`src/rtl/iob_cache_line_fill_pkg.sv`:
```
// -----------------------------------------------------------------------------
// iob_cache_line_fill_pkg
// Shared definitions for the cache back-end read (line fill) channel:
//   - fill_state_t : two-state fill FSM encoding (IDLE=1'd0, FILL=1'd1), the
//                    same encoding the write channel uses
//   - line2be_w()  : number of index bits needed to walk one cache line in
//                    back-end words
//   - max1()       : clamps a width to at least one bit
// No ports (package).
// -----------------------------------------------------------------------------
package iob_cache_line_fill_pkg;

   typedef enum logic [0:0] {
      ST_IDLE = 1'd0,
      ST_FILL = 1'd1
   } fill_state_t;

   // FE words per line is 2^word_offset_w; each BE word packs
   // be_data_w/fe_data_w FE words, so fewer BE beats are needed.
   function automatic int line2be_w(input int word_offset_w,
                                    input int be_data_w,
                                    input int fe_data_w);
      return word_offset_w - $clog2(be_data_w / fe_data_w);
   endfunction

   function automatic int max1(input int v);
      return (v > 1) ? v : 1;
   endfunction

endpackage

```
`src/rtl/iob_cache_fill_counter.sv`:
```
// -----------------------------------------------------------------------------
// iob_cache_fill_counter
// Beat sequencing for one line fill: keeps the BE-word index within the line
// and decides when the final beat is being transferred.
// Optional feature macro: IOB_CACHE_FILL_WRAP_EN
//   defined   : critical-word-first; index starts at start_i and wraps modulo
//               BEATS, a separate beat counter decides completion
//   undefined : index starts at 0 and doubles as the beat counter
// Ports:
//   clk_i, reset_i : clock, asynchronous active-high reset
//   load_i         : start a new fill (loads start index, clears beat count)
//   start_i        : start index for critical-word-first
//   inc_i          : beat acknowledged, advance
//   idx_o          : current BE-word index within the line
//   idx_nxt_o      : index that follows idx_o (wrapping)
//   last_o         : current beat is the final beat of the line
// -----------------------------------------------------------------------------
module iob_cache_fill_counter
   import iob_cache_line_fill_pkg::*;
#(
   parameter int LINE2BE_W = 2,
   parameter int IDX_W     = 2
) (
   input  logic             clk_i,
   input  logic             reset_i,
   input  logic             load_i,
   input  logic [IDX_W-1:0] start_i,
   input  logic             inc_i,
   output logic [IDX_W-1:0] idx_o,
   output logic [IDX_W-1:0] idx_nxt_o,
   output logic             last_o
);

   localparam logic [IDX_W-1:0] IDX_ONE = IDX_W'(1);

   generate
      if (LINE2BE_W == 0) begin : g_single_beat
         // Whole line is one BE word: nothing to count.
         logic unused_ctl_s;
         assign unused_ctl_s = ^{clk_i, reset_i, load_i, start_i, inc_i};
         assign idx_o        = '0;
         assign idx_nxt_o    = '0;
         assign last_o       = 1'b1;
      end else begin : g_multi_beat
`ifdef IOB_CACHE_FILL_WRAP_EN
         logic [IDX_W-1:0] idx_q, idx_d;
         logic [IDX_W-1:0] beat_q, beat_d;

         // Next index / beat count: load on new fill, step on ack.
         // IDX_W == LINE2BE_W here, so natural overflow is the modulo-BEATS wrap.
         always_comb begin
            idx_d  = idx_q;
            beat_d = beat_q;
            if (load_i) begin
               idx_d  = start_i;
               beat_d = '0;
            end else if (inc_i) begin
               idx_d  = idx_q + IDX_ONE;
               beat_d = beat_q + IDX_ONE;
            end else begin
               idx_d  = idx_q;
               beat_d = beat_q;
            end
         end

         // Index and beat count registers.
         always_ff @(posedge clk_i or posedge reset_i) begin
            if (reset_i) begin
               idx_q  <= '0;
               beat_q <= '0;
            end else begin
               idx_q  <= idx_d;
               beat_q <= beat_d;
            end
         end

         assign idx_o     = idx_q;
         assign idx_nxt_o = idx_q + IDX_ONE;
         // Completion follows the beat count, not the (wrapping) index.
         assign last_o    = (beat_q == '1);
`else
         logic [IDX_W-1:0] idx_q, idx_d;
         logic             unused_start_s;

         // Linear fill always starts from word 0.
         assign unused_start_s = ^start_i;

         // Next index: clear on new fill, step on ack.
         always_comb begin
            idx_d = idx_q;
            if (load_i) begin
               idx_d = '0;
            end else if (inc_i) begin
               idx_d = idx_q + IDX_ONE;
            end else begin
               idx_d = idx_q;
            end
         end

         // Index register (also the beat count).
         always_ff @(posedge clk_i or posedge reset_i) begin
            if (reset_i) begin
               idx_q <= '0;
            end else begin
               idx_q <= idx_d;
            end
         end

         assign idx_o     = idx_q;
         assign idx_nxt_o = idx_q + IDX_ONE;
         assign last_o    = (idx_q == '1);
`endif
      end
   endgenerate

endmodule

```
`src/rtl/iob_cache_line_fill.sv`:
```
// -----------------------------------------------------------------------------
// iob_cache_line_fill
// Back-end read channel of the cache. On a miss it fetches a full cache line
// from back-end memory one BE word at a time (native valid/ack interface) and
// streams every returned word into the cache data memory with its word index.
// Optional feature macro: IOB_CACHE_FILL_WRAP_EN (critical-word-first order).
// Ports:
//   clk_i, reset_i   : clock, asynchronous active-high reset
//   replace_valid_i  : line-fill request from the control unit
//   replace_addr_i   : miss address, BE-word granularity
//   replace_o        : fill in progress, cache must stall
//   read_valid_o     : write strobe into cache data memory (ack cycle)
//   read_addr_o      : BE-word index within the line
//   read_data_o      : returned data (always be_rdata_i)
//   be_addr_o        : back-end byte address, BE-word aligned
//   be_valid_o       : back-end request
//   be_ack_i         : back-end acknowledge, data valid same cycle
//   be_rdata_i       : back-end read data
// -----------------------------------------------------------------------------
module iob_cache_line_fill
   import iob_cache_line_fill_pkg::*;
#(
   parameter int ADDR_W        = 32,
   parameter int FE_DATA_W     = 32,
   parameter int BE_ADDR_W     = 32,
   parameter int BE_DATA_W     = 32,
   parameter int WORD_OFFSET_W = 2,
   localparam int BE_NBYTES_W  = $clog2(BE_DATA_W / 8),
   localparam int LINE2BE_W    = line2be_w(WORD_OFFSET_W, BE_DATA_W, FE_DATA_W),
   localparam int IDX_W        = max1(LINE2BE_W)
) (
   input  logic                          clk_i,
   input  logic                          reset_i,
   input  logic                          replace_valid_i,
   input  logic [ADDR_W-BE_NBYTES_W-1:0] replace_addr_i,
   output logic                          replace_o,
   output logic                          read_valid_o,
   output logic [IDX_W-1:0]              read_addr_o,
   output logic [BE_DATA_W-1:0]          read_data_o,
   output logic [BE_ADDR_W-1:0]          be_addr_o,
   output logic                          be_valid_o,
   input  logic                          be_ack_i,
   input  logic [BE_DATA_W-1:0]          be_rdata_i
);

   localparam int RADDR_W = ADDR_W - BE_NBYTES_W;
   localparam int LINE_W  = RADDR_W - LINE2BE_W;

   fill_state_t       state_q, state_d;
   logic [LINE_W-1:0] line_q, line_d;

   logic              load_s;
   logic              inc_s;
   logic [IDX_W-1:0]  start_s;
   logic [IDX_W-1:0]  idx_s;
   logic [IDX_W-1:0]  idx_nxt_s;
   logic              last_s;
   logic [IDX_W-1:0]  be_idx_s;
   logic [ADDR_W-1:0] addr_full_s;

   // With a single-beat line the counter ignores start_s.
   assign start_s = replace_addr_i[IDX_W-1:0];

   iob_cache_fill_counter #(
      .LINE2BE_W (LINE2BE_W),
      .IDX_W     (IDX_W)
   ) u_fill_counter (
      .clk_i     (clk_i),
      .reset_i   (reset_i),
      .load_i    (load_s),
      .start_i   (start_s),
      .inc_i     (inc_s),
      .idx_o     (idx_s),
      .idx_nxt_o (idx_nxt_s),
      .last_o    (last_s)
   );

   // FSM next state, line-address latch and back-end/cache-side strobes.
   always_comb begin
      state_d      = state_q;
      line_d       = line_q;
      load_s       = 1'b0;
      inc_s        = 1'b0;
      replace_o    = 1'b0;
      be_valid_o   = 1'b0;
      read_valid_o = 1'b0;
      be_idx_s     = idx_s;
      case (state_q)
         ST_IDLE: begin
            // Stall the cache already in the request cycle.
            replace_o = replace_valid_i;
            if (replace_valid_i) begin
               load_s  = 1'b1;
               line_d  = replace_addr_i[RADDR_W-1:LINE2BE_W];
               state_d = ST_FILL;
            end else begin
               state_d = ST_IDLE;
            end
         end
         ST_FILL: begin
            replace_o  = 1'b1;
            be_valid_o = ~(be_ack_i & last_s);
            if (be_ack_i) begin
               read_valid_o = 1'b1;
               inc_s        = 1'b1;
               // Present the next word's address now so the next request
               // follows back-to-back.
               be_idx_s     = idx_nxt_s;
               state_d      = last_s ? ST_IDLE : ST_FILL;
            end else begin
               state_d = ST_FILL;
            end
         end
         default: begin
            state_d = ST_IDLE;
         end
      endcase
   end

   // Byte address of the requested BE word; zero outside a fill.
   always_comb begin
      addr_full_s = (ADDR_W'(line_q) << (LINE2BE_W + BE_NBYTES_W)) |
                    (ADDR_W'(be_idx_s) << BE_NBYTES_W);
      if (state_q == ST_FILL) begin
         be_addr_o = BE_ADDR_W'(addr_full_s);
      end else begin
         be_addr_o = '0;
      end
   end

   assign read_addr_o = idx_s;
   assign read_data_o = be_rdata_i;

   // State and latched line address.
   always_ff @(posedge clk_i or posedge reset_i) begin
      if (reset_i) begin
         state_q <= ST_IDLE;
         line_q  <= '0;
      end else begin
         state_q <= state_d;
         line_q  <= line_d;
      end
   end

endmodule

```
`config.mk`:
```
export PLATFORM = sky130hd
export DESIGN_NAME = iob_cache_line_fill
export DESIGN_NICKNAME = d
export VERILOG_FILES = /design/src/rtl/iob_cache_line_fill_pkg.sv /design/src/rtl/iob_cache_fill_counter.sv /design/src/rtl/iob_cache_line_fill.sv
export SDC_FILE = /design/constraint.sdc
export NUM_CORES = 1
export LEC_CHECK = 0
export ABC_AREA = 1
export CORE_UTILIZATION = 37
export DETAILED_ROUTE_END_ITERATION = 8
export PLACE_DENSITY = 0.91
export SYNTH_ARGS = -nofsm -noshare
export SYNTH_HDL_FRONTEND = slang
export SYNTH_SLANG_ARGS = --single-unit
```
`constraint.sdc`:
```
create_clock -name clk_i -period 3.26 [get_ports clk_i]
set_clock_uncertainty 0.2 [all_clocks]
set_input_delay 0.815 -clock clk_i [delete_from_list [all_inputs] [get_ports clk_i]]
set_output_delay 0.815 -clock clk_i [all_outputs]
set_load 0.01 [all_outputs]
```
# After elaboration in Yosys (flattened, before gate mapping)

Cells that the tools add are included.

Register bits after elaboration: 31
Input port bits: 66
Output and inout bits: 69
Logic and storage cells: 25

Add/sub/neg operators: 1
Equality and inequality tests: 1
Multiplexer cells: 14
Bitwise logic cells: 4
Reduce and logical (&&, ||, !) cells: 2

Operators with widths:

| kind                | count |
|---|---|
| $mux 32             | 1 |
| $or 32x4->32        | 1 |
| $mux 2              | 4 |
| $mux 1              | 7 |
| $pmux 1 s2          | 2 |
| $add 2x1->2 const B | 1 |
| $eq 2x2->1 const B  | 1 |
| $not 1->1           | 2 |
| $reduce_and 2->1    | 1 |
| $reduce_bool 2->1   | 1 |
| $and 1x1->1         | 1 |

# Depth between registers and ports, before layout

Word-level depth: 5
Depth in mapped cells: 6
Gate-level depth less buffers: 4

# Modules after synthesis

From an unflattened synthesis, not the netlist that was laid out.

Cell total of the unflattened synthesis: 252
Area, all modules: 1,823.0 µm²

Modules (own cells, without submodules):

| module                 | instances | cells each | area each (µm²) | seq. area each (µm²) |
|---|---|---|---|---|
| iob_cache_line_fill    | 1         | 238        | 1,717.9         | 725.7 |
| iob_cache_fill_counter | 1         | 14         | 105.1           | 50.0 |

# Worst setup path after synthesis

No wires, ideal clock.

Kind: in2out
Start point: input port replace_valid_i
End point: output port replace_o
Data arrival time: 1.166 ns
Required time: 2.245 ns
Path slack: 1.079 ns
Cell stages on the path: 2
Buffers on the path: 1
Cells stage by stage: buf_6 or2_1

Cells in the longest elaborated chain, start to end: 1

RTL lines:

| item               | line                      | source |
|---|---|---|
| start: declaration | iob_cache_line_fill.sv:34 | `input logic replace_valid_i,` |
| $pmux 1 s2         | iob_cache_line_fill.sv:88 | `case (state_q)` |
| end: declaration   | iob_cache_line_fill.sv:36 | `output logic replace_o,` |

Every way passes these cells.

# Final worst setup path

Start point: input port be_ack_i
End point: output port be_addr_o[3]

Cells in the longest elaborated chain, start to end: 4

RTL lines:

| item               | line                       | source |
|---|---|---|
| start: declaration | iob_cache_line_fill.sv:42  | `input logic be_ack_i,` |
| $mux 2             | iob_cache_line_fill.sv:103 | `if (be_ack_i) begin` |
| $mux 2             | iob_cache_line_fill.sv:88  |  |
| $or 32x4->32       | iob_cache_line_fill.sv:122 | `addr_full_s = (ADDR_W'(line_q) << (LINE2BE_W + BE_NBYTES_W)) \|` |
| $mux 32            | iob_cache_line_fill.sv:124 | `if (state_q == ST_FILL) begin` |
| end: declaration   | iob_cache_line_fill.sv:40  | `output logic [BE_ADDR_W-1:0] be_addr_o,` |

Every way passes these cells.

==> flow_summary.yaml <==
global_route:
  antenna_found_initial: 0
  grt_pass1_wl_microns: 6400
  grtUsageTotal_pct: 15.7
  grt_pass1_vias: 1470
  overflow: 0
  grt_max_degree: 32
yosys:
  synth_cells: 244
  ys_seq_area_share_pct: 42.6
  synth_top_area_share_pct: 42.6
  syn_avg_cell_area_sq_um: 7.46
  yosys-top-cells-area: "dfrtp_1 43%, nand2_1 19%, buf_4 15%"
  synth_seq_cells: 31
  yosysTopAreaCell: "dfrtp_1"
  yosysWarnings: 0
  ys_types: 14
  syn-cell-area_sq_um: 1820
timing:
  fin_setup_tns_ps: 0
  drv_slew: 0
  max_slew_margin_pct: 63.5
  period_needed_ps: 3050
  rsz0062_at_grt: "false"
  tightest_slew_ps: 548
  setup_viol: 0
  worst_slack_ps: 212
  hold_slack_ps: 269
  finalHoldViolations: 0
  max_freq_mhz: 328
  period_share_pct: 93.5
cts:
  clock_sinks: 31
  tritoncts: "built"
  path_clk_slew_ps: 60
  cts_inserted_buffers: 5
  ctsHoldBuffers: 0
  clockBufferDepth: 2
  cts_setup_buffers: 0
  clk_latency_ps: 270
  cts-htree-levels: 2
  cts-root-buf: "clkbuf_8"
detailed_routing:
  drtAntennaViolNets: 0
  wl_microns: 3650
  drc_errors: 0
  vias_per_cell: 4.38
  first_pass_iters: 4
  drt_iter0_markers: 73
  vias: 1501
  wire_per_inst_microns: 10.6
hold_path:
  holdCritStartpoint: "line_q[12]$_DFFE_PP0P_"
  hold_path_class: "reg -> reg"
final_layout:
  nets: 342
  diodes: 0
  final_cell_mix: "93 x nand2_1, 65 x clkdlybuf4s50_1, 33 x inv_1, 32 x nand3_1, 31 x dfrtp_1"
  final_common_cell: "nand2_1"
  areaGrowthSynthToFinish_pct: 29.1
  final_core_util_pct: 49.8
  postLayoutCellArea_sq_um: 2350
  fin_cells: 343
  drive_gt1_share_pct: 4.71
power:
  power.density_nw_per_um2: 912
  leakagePower_nw: 1.33
  irDropWorstVdd_mv: 0.407
  total_power_mw: 2.14
worst_setup_path:
  criticalPathCategory: "in -> out"
  r2r-start: "state_q$_DFF_PP0_"
  crit_start: "be_ack_i"
  rrSetupSlack_ps: 1270
  crit_fanout: 5
  arrival_ps: 2030
  crit_path_start_kind: "input pin"
  cp.required_ps: 2240
  endpoint_kind: "output port"
run:
  cap_viol_max_count: 0
die:
  start_util_pct: 38.5
  die-area_sq_um: 5200
  die_height_microns: 72.1
  num_rows: 25
  core_area_sq_um: 4720
  io_pins: 135
  fp.dieW_microns: 72.1
placed_design:
  dp.cells: 335
  port_buffers: 66
  place.gp.congestion: 0.688
  post-place-ws_ps: -30.7
  dp_hpwl_microns: 2570
  place_area_sq_um: 2250
status:
  status: "complete, no violations"
-- what timing repair did --
| item | 4_1_cts | 5_1_grt |
|---|---|---|
| hold endpoints to repair | 0 | 0 |
| setup endpoints to repair | 1 | 0 |
| gates resized for setup | 1 | 0 |
-- state kept, by name, summed over array words and instances, names as in the netlist --
register,count
line_q,28
u_fill_counter.idx_o,2
state_q,1
-- cell usage after synthesis, drive strengths merged --
cell type  instances
nand2             94
buf               47
inv               34
nand3             32
dfrtp             31
nor2               2
conb               1
ha                 1
o21ai              1
or2                1
-- final timing paths --
check	to	cells after the start
worst max-delay path	be_addr_o[3]	6
worst min-delay path	line_q[12]$_DFFE_PP0P_	2
worst max register to register	u_fill_counter.idx_o[0]$_DFFE_PP0P_	6
worst min register to register	line_q[12]$_DFFE_PP0P_	2
max in group asynchronous	line_q[2]$_DFFE_PP0P_	3
min in group asynchronous	line_q[18]$_DFFE_PP0P_	3
-- final cells by class --
cell class	instances	area [sq um]
clock buffers	8	100
fillers	476	2370
inverters	34	130
multi-input cells	133	559
flip-flops and latches	31	776
well taps	67	83.8
repair buffers	70	702
-- cell families after synthesis --
| logic type | after synthesis | share of synthesized area [%] |
|---|---|---|
| AOI/OAI and AO/OA | 1 | 0.275 |
| DFF | 31 | 42.6 |
| buffers and inverters | 81 | 26.9 |
| other | 1 | 0.206 |
| adders and majority gates | 1 | 0.687 |
| and+or+nand+nor | 129 | 29.3 |
-- per-layer routing --
layer  track usage [%]  part of all wire [%]  vias up
li1                  -                     -      749
met1              17.4                    42      689
met2              27.8                    52       57
met3              5.42                   5.6        6
met4              5.88                  0.58        0
met5                 0                     0        -
-- where the power goes --
| group | total [mW] | switching (mW) | internal (mW) |
|---|---|---|---|
| Combinational | 1.13 | 0.543 | 0.588 |
| Sequential | 0.689 | 0.124 | 0.565 |
| Clock | 0.325 | 0.132 | 0.192 |
-- critical path: stages --
cell,delay (ps)
dlygate4sd2_1,290
nand2_1,120
inv_1,130
nand2_1,70
nand2_1,60
clkdlybuf4s50_1,540
Power figures use the tool's default switching activity.
